File: src/rtl/mskg4mul_sched.sv
// Round-robin scheduler sharing one HPC3 masked G(4) multiplier between NREQ requesters.
// Optional feature macro: MSKG4_SCHED_IDLE_ZERO_EN (zero gadget inputs on idle cycles).
module mskg4mul_sched #(
  parameter int d    = 2,
  parameter int NREQ = 2,
  parameter int TW   = 2,
  parameter int RW   = 4 * (d * (d - 1) / 2) * 2,
  localparam int IDW = (NREQ > 1) ? $clog2(NREQ) : 1
) (
  input  logic                 clk,
  input  logic                 rst_n,
  input  logic [NREQ-1:0]      req_valid,
  output logic [NREQ-1:0]      req_ready,
  input  logic [NREQ*d-1:0]    req_a0,
  input  logic [NREQ*d-1:0]    req_a1,
  input  logic [NREQ*d-1:0]    req_b0,
  input  logic [NREQ*d-1:0]    req_b1,
  input  logic [NREQ*TW-1:0]   req_tag,
  input  logic [RW-1:0]        rnd_in,
  input  logic                 rnd_valid,
  output logic                 rnd_ready,
  output logic [d-1:0]         mul_ina0,
  output logic [d-1:0]         mul_ina1,
  output logic [d-1:0]         mul_inb0,
  output logic [d-1:0]         mul_inb1,
  output logic [d-1:0]         mul_ina0_prev,
  output logic [d-1:0]         mul_ina1_prev,
  output logic [RW-1:0]        mul_rnd,
  input  logic [d-1:0]         mul_out0,
  input  logic [d-1:0]         mul_out1,
  output logic                 out_valid,
  input  logic                 out_ready,
  output logic [d-1:0]         out0,
  output logic [d-1:0]         out1,
  output logic [IDW-1:0]       out_id,
  output logic [TW-1:0]        out_tag
);

  localparam int EW = 2 * d + IDW + TW;

  logic [IDW-1:0]    ptr_q, ptr_d;
  logic              inflight_q, inflight_d;
  logic [IDW-1:0]    fl_id_q, fl_id_d;
  logic [TW-1:0]     fl_tag_q, fl_tag_d;
  logic [d-1:0]      ina0_prev_q, ina0_prev_d, ina1_prev_q, ina1_prev_d;
  logic [EW-1:0]     slot0_q, slot0_d, slot1_q, slot1_d;
  logic [1:0]        count_q, count_d;

  logic [2*NREQ-1:0] req_dbl, req_rot_full;
  logic [NREQ-1:0]   req_rot;
  logic [IDW-1:0]    winner, sel;
  logic              any_req, issue, push, pop;
  logic [EW-1:0]     push_data;

  function automatic logic [IDW-1:0] wrap_add(input logic [IDW-1:0] base, input int off);
    int s;
    s = int'(base) + off;
    if (s >= NREQ) s = s - NREQ;
    return IDW'(s);
  endfunction

  // Rotate requests so bit 0 is the pointer position; lowest set bit wins.
  always_comb begin
    req_dbl      = {req_valid, req_valid};
    req_rot_full = req_dbl >> ptr_q;
    req_rot      = req_rot_full[NREQ-1:0];
    any_req      = 1'b0;
    winner       = ptr_q;
    for (int j = NREQ - 1; j >= 0; j--) begin
      if (req_rot[j]) begin
        any_req = 1'b1;
        winner  = wrap_add(ptr_q, j);
      end
    end
  end

  always_comb begin
    pop   = (count_q != 2'd0) && out_ready;
    push  = inflight_q;
    // A pop in this cycle frees its slot for the result issued now.
    issue = rst_n && any_req && rnd_valid &&
            ((int'(inflight_q) + int'(count_q) - int'(pop)) < 2);

    req_ready = '0;
    rnd_ready = issue;
    sel       = issue ? winner : ptr_q;
    mul_ina0  = '0;
    mul_ina1  = '0;
    mul_inb0  = '0;
    mul_inb1  = '0;
    fl_tag_d  = fl_tag_q;
    for (int k = 0; k < NREQ; k++) begin
      if (issue && (winner == IDW'(k))) req_ready[k] = 1'b1;
      if (sel == IDW'(k)) begin
        mul_ina0 = req_a0[k*d +: d];
        mul_ina1 = req_a1[k*d +: d];
        mul_inb0 = req_b0[k*d +: d];
        mul_inb1 = req_b1[k*d +: d];
        fl_tag_d = req_tag[k*TW +: TW];
      end
    end
`ifdef MSKG4_SCHED_IDLE_ZERO_EN
    mul_rnd = issue ? rnd_in : '0;
    if (!issue) begin
      mul_ina0 = '0;
      mul_ina1 = '0;
      mul_inb0 = '0;
      mul_inb1 = '0;
    end
`else
    mul_rnd = rnd_in;
`endif

    ptr_d       = issue ? wrap_add(winner, 1) : ptr_q;
    inflight_d  = issue;
    fl_id_d     = winner;
    ina0_prev_d = mul_ina0;
    ina1_prev_d = mul_ina1;
  end

  // Gadget result stage: push into the 2-entry in-order FIFO (slot0 is the head).
  always_comb begin
    push_data = {mul_out1, mul_out0, fl_id_q, fl_tag_q};
    slot0_d   = slot0_q;
    slot1_d   = slot1_q;
    count_d   = count_q;
    case ({push, pop})
      2'b10: begin
        if (count_q == 2'd0) slot0_d = push_data;
        else                 slot1_d = push_data;
        count_d = count_q + 2'd1;
      end
      2'b01: begin
        slot0_d = slot1_q;
        count_d = count_q - 2'd1;
      end
      2'b11: begin
        if (count_q == 2'd1) begin
          slot0_d = push_data;
        end else begin
          slot0_d = slot1_q;
          slot1_d = push_data;
        end
      end
      default: ;
    endcase

    out_valid = (count_q != 2'd0);
    {out1, out0, out_id, out_tag} = out_valid ? slot0_q : '0;
  end

  assign mul_ina0_prev = ina0_prev_q;
  assign mul_ina1_prev = ina1_prev_q;

  always_ff @(posedge clk) begin
    if (!rst_n) begin
      ptr_q       <= '0;
      inflight_q  <= 1'b0;
      ina0_prev_q <= '0;
      ina1_prev_q <= '0;
      slot0_q     <= '0;
      slot1_q     <= '0;
      count_q     <= 2'd0;
    end else begin
      ptr_q       <= ptr_d;
      inflight_q  <= inflight_d;
      ina0_prev_q <= ina0_prev_d;
      ina1_prev_q <= ina1_prev_d;
      slot0_q     <= slot0_d;
      slot1_q     <= slot1_d;
      count_q     <= count_d;
    end
  end

  always_ff @(posedge clk) begin
    fl_id_q  <= fl_id_d;
    fl_tag_q <= fl_tag_d;
  end

endmodule

File: config.mk
export PLATFORM = sky130hd
export DESIGN_NAME = mskg4mul_sched
export DESIGN_NICKNAME = d
export VERILOG_FILES = /design/src/rtl/mskg4mul_sched.sv
export SDC_FILE = /design/constraint.sdc
export NUM_CORES = 1
export LEC_CHECK = 0
export BUFFER_PORTS_ARGS = -buffer_cell sky130_fd_sc_hd__buf_2
export CELL_PAD_IN_SITES_DETAIL_PLACEMENT = 0
export CELL_PAD_IN_SITES_GLOBAL_PLACEMENT = 1
export CORE_MARGIN = 5
export CORE_UTILIZATION = 32
export CTS_BUF_LIST = sky130_fd_sc_hd__clkbuf_8
export DETAILED_ROUTE_END_ITERATION = 12
export PLACE_DENSITY_LB_ADDON = 0.1
export SLEW_MARGIN = 20
export SYNTH_ARGS = -nofsm -noshare
export SYNTH_HDL_FRONTEND = slang
export SYNTH_SLANG_ARGS = --single-unit
File: constraint.sdc
create_clock -name clk -period 3.2 [get_ports clk]
set_input_delay 0.16 -clock clk [delete_from_list [all_inputs] [get_ports clk]]
set_output_delay 0.16 -clock clk [all_outputs]
set_load 0.005 [all_outputs]
Word level (Yosys, flattened, before mapping)
Index checks and enable logic that the tools add are counted.

word-level totals
  bits of input ports = 38
  ROM bits = 0
  flip-flop bits (word level) = 25
  memories = 0
  memory bits (writable) = 0
  word-level logic and storage cells = 67
  latch bits = 0
  output and inout bits = 31

cells by class
  mux-type cells = 23
  bitwise logic cells = 1
  add/subtract/negate cells = 9
  magnitude comparators = 4
  shifts and indexed selects = 1
  reduce and logical (&&, ||, !) cells = 13
  eq/ne operators = 7
  $mul = 0
  div/mod/pow operators = 0

operators with widths
  operator                                                     count
  two-way mux 7 bit                                            5
  one-hot mux 7 bit (3 select lines)                           1
  one-hot mux 7 bit (2 select lines)                           1
  two-way mux 1 bit                                            10
  two-way mux 2 bit                                            5
  logical AND 1 bit                                            6
  != test 2 bit (second input constant)                        3
  nonzero test 2 bit                                           3
  adder 1 x 1 -> 2 bit (second input constant)                 2
  == test 2 x 1 -> 1 bit (second input constant)               2
  == test 2 bit (second input constant)                        2
  >= comparator 2 bit (second input constant)                  2
  less-than comparator 4 x 3 -> 1 bit (second input constant)  1
  one-hot mux 2 bit (2 select lines)                           1
  right shift 4 x 1 -> 2 bit                                   1
  subtractor 3 x 1 -> 4 bit                                    1
  adder 1 x 2 -> 3 bit                                         1
  AND reduction 3 bit                                          1
  nonzero test 3 bit                                           1
  subtractor 1 bit (second input constant)                     3
  adder 2 x 1 -> 2 bit (second input constant)                 1
  >= comparator 1 x 2 -> 1 bit (second input constant)         1
  zero test 2 bit                                              1
  AND reduction 2 bit                                          1
  other kinds (2)                                              2

Longest topological paths before layout
  word-level depth = 8
  gate-level depth with buffers = 14
  mapped depth without buffers = 11

Least setup slack after synthesis
Ideal clock, no wire load.

  path type = reg2out
  start = reg count_q[1]
  end = out mul_ina0[0]
  setup slack = -16 ps
  path buffers = 3
  cell stages (with the launch flop) = 15
  arrival = 3056 ps
  path through = dfxtp_1 inv_1 ha_1 buf_2 nand2b_1 buf_4 xnor2_1 nand2_1 fa_1 nand2_1 a21o_2 nor3_4 o21bai_4 buf_12 mux2_4

on the way
  cells in the longest elaborated chain, start to end = 7

RTL lines
  item                                                          line  source
  start: declaration                                            47    logic [1:0] count_q, count_d;
  start signal: assignment                                      171   count_q <= count_d;
  branches (longest 2 deep; another with adder 1 x 2 -> 3 bit)  --
  subtractor 3 x 1 -> 4 bit (*)                                 82    ((int'(inflight_q) + int'(count_q) - int'(pop)) < 2);
  less-than comparator 4 x 3 -> 1 bit (*)                       82
  logical AND 1 bit (*)                                         81    issue = rst_n && any_req && rnd_valid &&
  two-way mux 1 bit (*)                                         86    sel = issue ? winner : ptr_q;
  two-way mux 2 bit (*)                                         94    if (sel == IDW'(k)) begin
  end: declaration                                              22    output logic [d-1:0] mul_ina0,

Mark *: on every way between the ends.

Worst setup path after layout
  start = reg count_q[0]
  end = out mul_inb0[1]

on the way
  cells in the longest elaborated chain, start to end = 7

RTL lines
  item                                                          line  source
  branches (longest 2 deep; another with adder 1 x 2 -> 3 bit)  --
  subtractor 3 x 1 -> 4 bit (*)                                 82
  less-than comparator 4 x 3 -> 1 bit (*)                       82
  logical AND 1 bit (*)                                         81
  two-way mux 1 bit (*)                                         86
  two-way mux 2 bit (*)                                         94
  end: declaration                                              24    output logic [d-1:0] mul_inb0,

Marked as above.

==> impl_metrics.yaml <==
timing:
  timing.fmax_mhz: 318
  hold_slack_ns: 0.116
  tightestPinTransition_ns: 0.878
  fin_crit_sh_pct: 98.3
  rsz0062_at_grt: "true"
  setup_slack_ns: 0.0549
  fin_skew_ns: 0.00212
  fin_crit_ns: 3.15
  finalHoldViolCount: 0
  tns_ns: 0
  drv_slew: 0
  slew_headroom_pct: 41.1
  setup_viol: 0
clocking:
  numCtsBuffers: 3
  cts_hold_buf: 0
  cts_tree: "built"
  htreeDepth: 1
  cts.clk_slew.worst_paths_ns: 0.09
  cts.sinks: 25
  cts_root_buffer: "clkbuf_8"
  clock_path_buffers: 2
  clkLatencyLatePin_ns: 0.27
power_and_ir_drop:
  seqPwrFrac_pct: 30.2
  power.total_mw: 1.49
  peakVddDrop_mv: 0.291
  switching_power_mw: 0.545
  p_leak_nw: 0.978
  clkPwrFrac_pct: 12.8
  pwr-share-comb_pct: 57.1
  powerDensity_nw_per_um2: 767
  p_int_mw: 0.949
  swShare_pct: 36.5
place:
  placed_area_um2: 1740
  port-buffer-count: 52
  dpl.cell_count: 237
  dp_slack_ns: 0.0464
  dpl.hpwl_um: 2480
  routabilityCongestion: 0.696
critical_path:
  cp.required_ns: 3.04
  startpoint_type: "register"
  max_stage_delay_ns: 0.56
  cp.arrival_ns: 2.99
  critPathKind: "register to primary output"
  crit_path_max_fanout: 5
  path_cells: "inv_4 -> ha_4 -> nand2b_4 -> xnor2_4 -> nand2_2 -> fa_1 -> nand2_1 -> a21o_4 -> nor3_4 -> o21bai_4 -> mux2_4 -> buf_6"
  end_kind: "primary output"
  slowest_stage: "fa_1"
  r2r_slack_ns: 0.41
layout:
  final_cell_mix: "buf_2, dfxtp_1, nand2_1, mux2i_1, nor2b_1"
  final_util_pct: 41.8
  stdcell_count: 248
  final_common_cell: "buf_2"
  final_cell_area_um2: 1950
  diodes: 0
  nets: 237
  seqCellArea_um2: 508
  multi_input_area_um2: 922
  areaGrowthSynthToFinish_pct: 29.2
  drive_gt1_share_pct: 47.9
  fill_cells: 444
global_route:
  grt.total_usage_pct: 11.1
  grt_pass1_vias: 1225
  grt_antenna_before_repair: 0
  grt_max_degree: 27
  grt_pass1_wl_um: 5600
  overflow: 0
synth:
  avgSynthCellArea_um2: 10.3
  synth-seq-cells: 25
  synth_seq_area_share_pct: 33.2
  post-synth-top-area-fraction_pct: 33.2
  synth_cell_types: 37
  yosys.area.top_type: "dfxtp_1"
  yosys_warnings: 0
  yosys-top-cells-area: "dfxtp_1, mux2i_1, mux2_4, nor2b_1, buf_4"
  synth_cells: 146
  syn_nets: 188
  syn-cell-area_um2: 1510
flow_run:
  max_cap_violations: 0
drt:
  routed_wirelength_um: 3440
  vias: 1133
  route.detailed.drc: 0
  drtPass1Iterations: 3
  via_per_inst: 4.57
  wire_per_inst_um: 13.9
  dr.first_iter.drc_count: 34
  antenna_left: 0
floorplan:
  start_util_pct: 32.3
  die-area_um2: 6180
  die_h_um: 78.6
  coreArea_um2: 4660
  die_w_um: 78.6
  pin_count: 69
  row_count: 25
min_path:
  min-delay-path-class: "primary input to register"
outcome:
  status: "finished, final reports clean"
## state kept, by name, summed over array words and instances, names as in the netlist
name and cells:
count_q 2, mul_ina0_prev 2, mul_ina1_prev 2, inflight_q 1
fl_id_q 1, fl_tag_q 2, ptr_q 1, slot0_q 7
slot1_q 7
## final timing paths
path	start	endpoint	depth (start not counted)
min	req_tag[0]	fl_tag_q[0]$_DFF_P_	2
min reg2reg	slot0_q[0]$_SDFFE_PN0P_	slot0_q[0]$_SDFFE_PN0P_	1
max reg2reg	count_q[0]$_SDFFE_PN0P_	fl_tag_q[1]$_DFF_P_	12
max	count_q[0]$_SDFFE_PN0P_	mul_inb0[1]	12
## synth_stat cells
| master | number |
|---|---|
| o21bai_4 | 1 |
| a211oi_4 | 1 |
| a21oi_1 | 1 |
| o211ai_1 | 1 |
| nor2b_1 | 14 |
| buf_12 | 1 |
| inv_2 | 1 |
| o21ai_1 | 1 |
| maj3_2 | 1 |
| buf_2 | 3 |
| nor3b_4 | 1 |
| clkbuf_1 | 3 |
| and2_1 | 1 |
| a21o_2 | 1 |
| fa_1 | 1 |
| xnor2_1 | 1 |
| nor2_1 | 4 |
| buf_4 | 10 |
| dfxtp_1 | 25 |
| mux2_4 | 10 |
| mux2i_1 | 18 |
| o31ai_1 | 1 |
| o211a_1 | 7 |
| nand2_1 | 19 |
| nand2b_1 | 2 |
| o21ba_1 | 1 |
| a31oi_1 | 1 |
| nor3b_1 | 1 |
| ha_1 | 3 |
| buf_6 | 1 |
| a21o_1 | 1 |
| and3b_1 | 1 |
| nor3_4 | 1 |
| nor2_4 | 1 |
| inv_1 | 4 |
| a22oi_4 | 1 |
| o21ai_0 | 1 |
## kinds of logic (layout without fill, tap and decap cells)
group / count (synthesis) / count (layout) / share of synthesized area (%)
simple gates: 45 / 45 / 16.9
fa+ha+maj: 5 / 5 / 4.56
flops: 25 / 25 / 33.2
xor+xnor: 1 / 1 / 0.581
compound gates: 19 / 20 / 12.8
buf+inv: 23 / 70 / 10.0
mux: 28 / 28 / 21.9
## metal layers
metal,track usage (%),part of all wire [%],up-vias
li1,-,-,586
met1,12.0,41,496
met2,19.9,47,49
met3,4.70,11,2
met4,2.80,0.49,0
met5,0,0,-
## power by group through the flow
stage,sequential [mW],combinational [mW],clock [mW]
2_1_floorplan,0.441,0.590,0
3_3_place_gp,0.449,0.700,0
3_5_place_dp,0.450,0.700,0
4_1_cts,0.446,0.766,0.201
5_1_grt,0.462,0.943,0.217
6_report,0.451,0.853,0.191
## critical path: cells and delay by family (launching register included)
family / cells / cell delay [ns]
and+or+nand+nor: 4 / 0.53
buffers and inverters: 2 / 0.16
xor gates and xnor gates: 1 / 0.15
AOI/OAI and AO/OA: 2 / 0.44
DFF: 1 / 0.40
adders and majority gates: 2 / 0.71
muxes: 1 / 0.34
## layout make-up
type                       instances  area share (%)
clock buffer                       3            2.12
clock inverter                     1           0.385
inverter                           5            1.22
multi-input combinational         99            47.3
timing repair buffer              61            19.4
tap                               54            3.47
sequential                        25            26.1
## timing repair
| item | 4_1_cts | 5_1_grt |
|---|---|---|
| cloned | 1 | 0 |
| resized for setup | 4 | 17 |
| pin swaps | 7 | 7 |
| setup endpoints to repair | 8 | 8 |
| setup buffers | 5 | 1 |
Note: power is estimated with default switching activity, not from simulation.
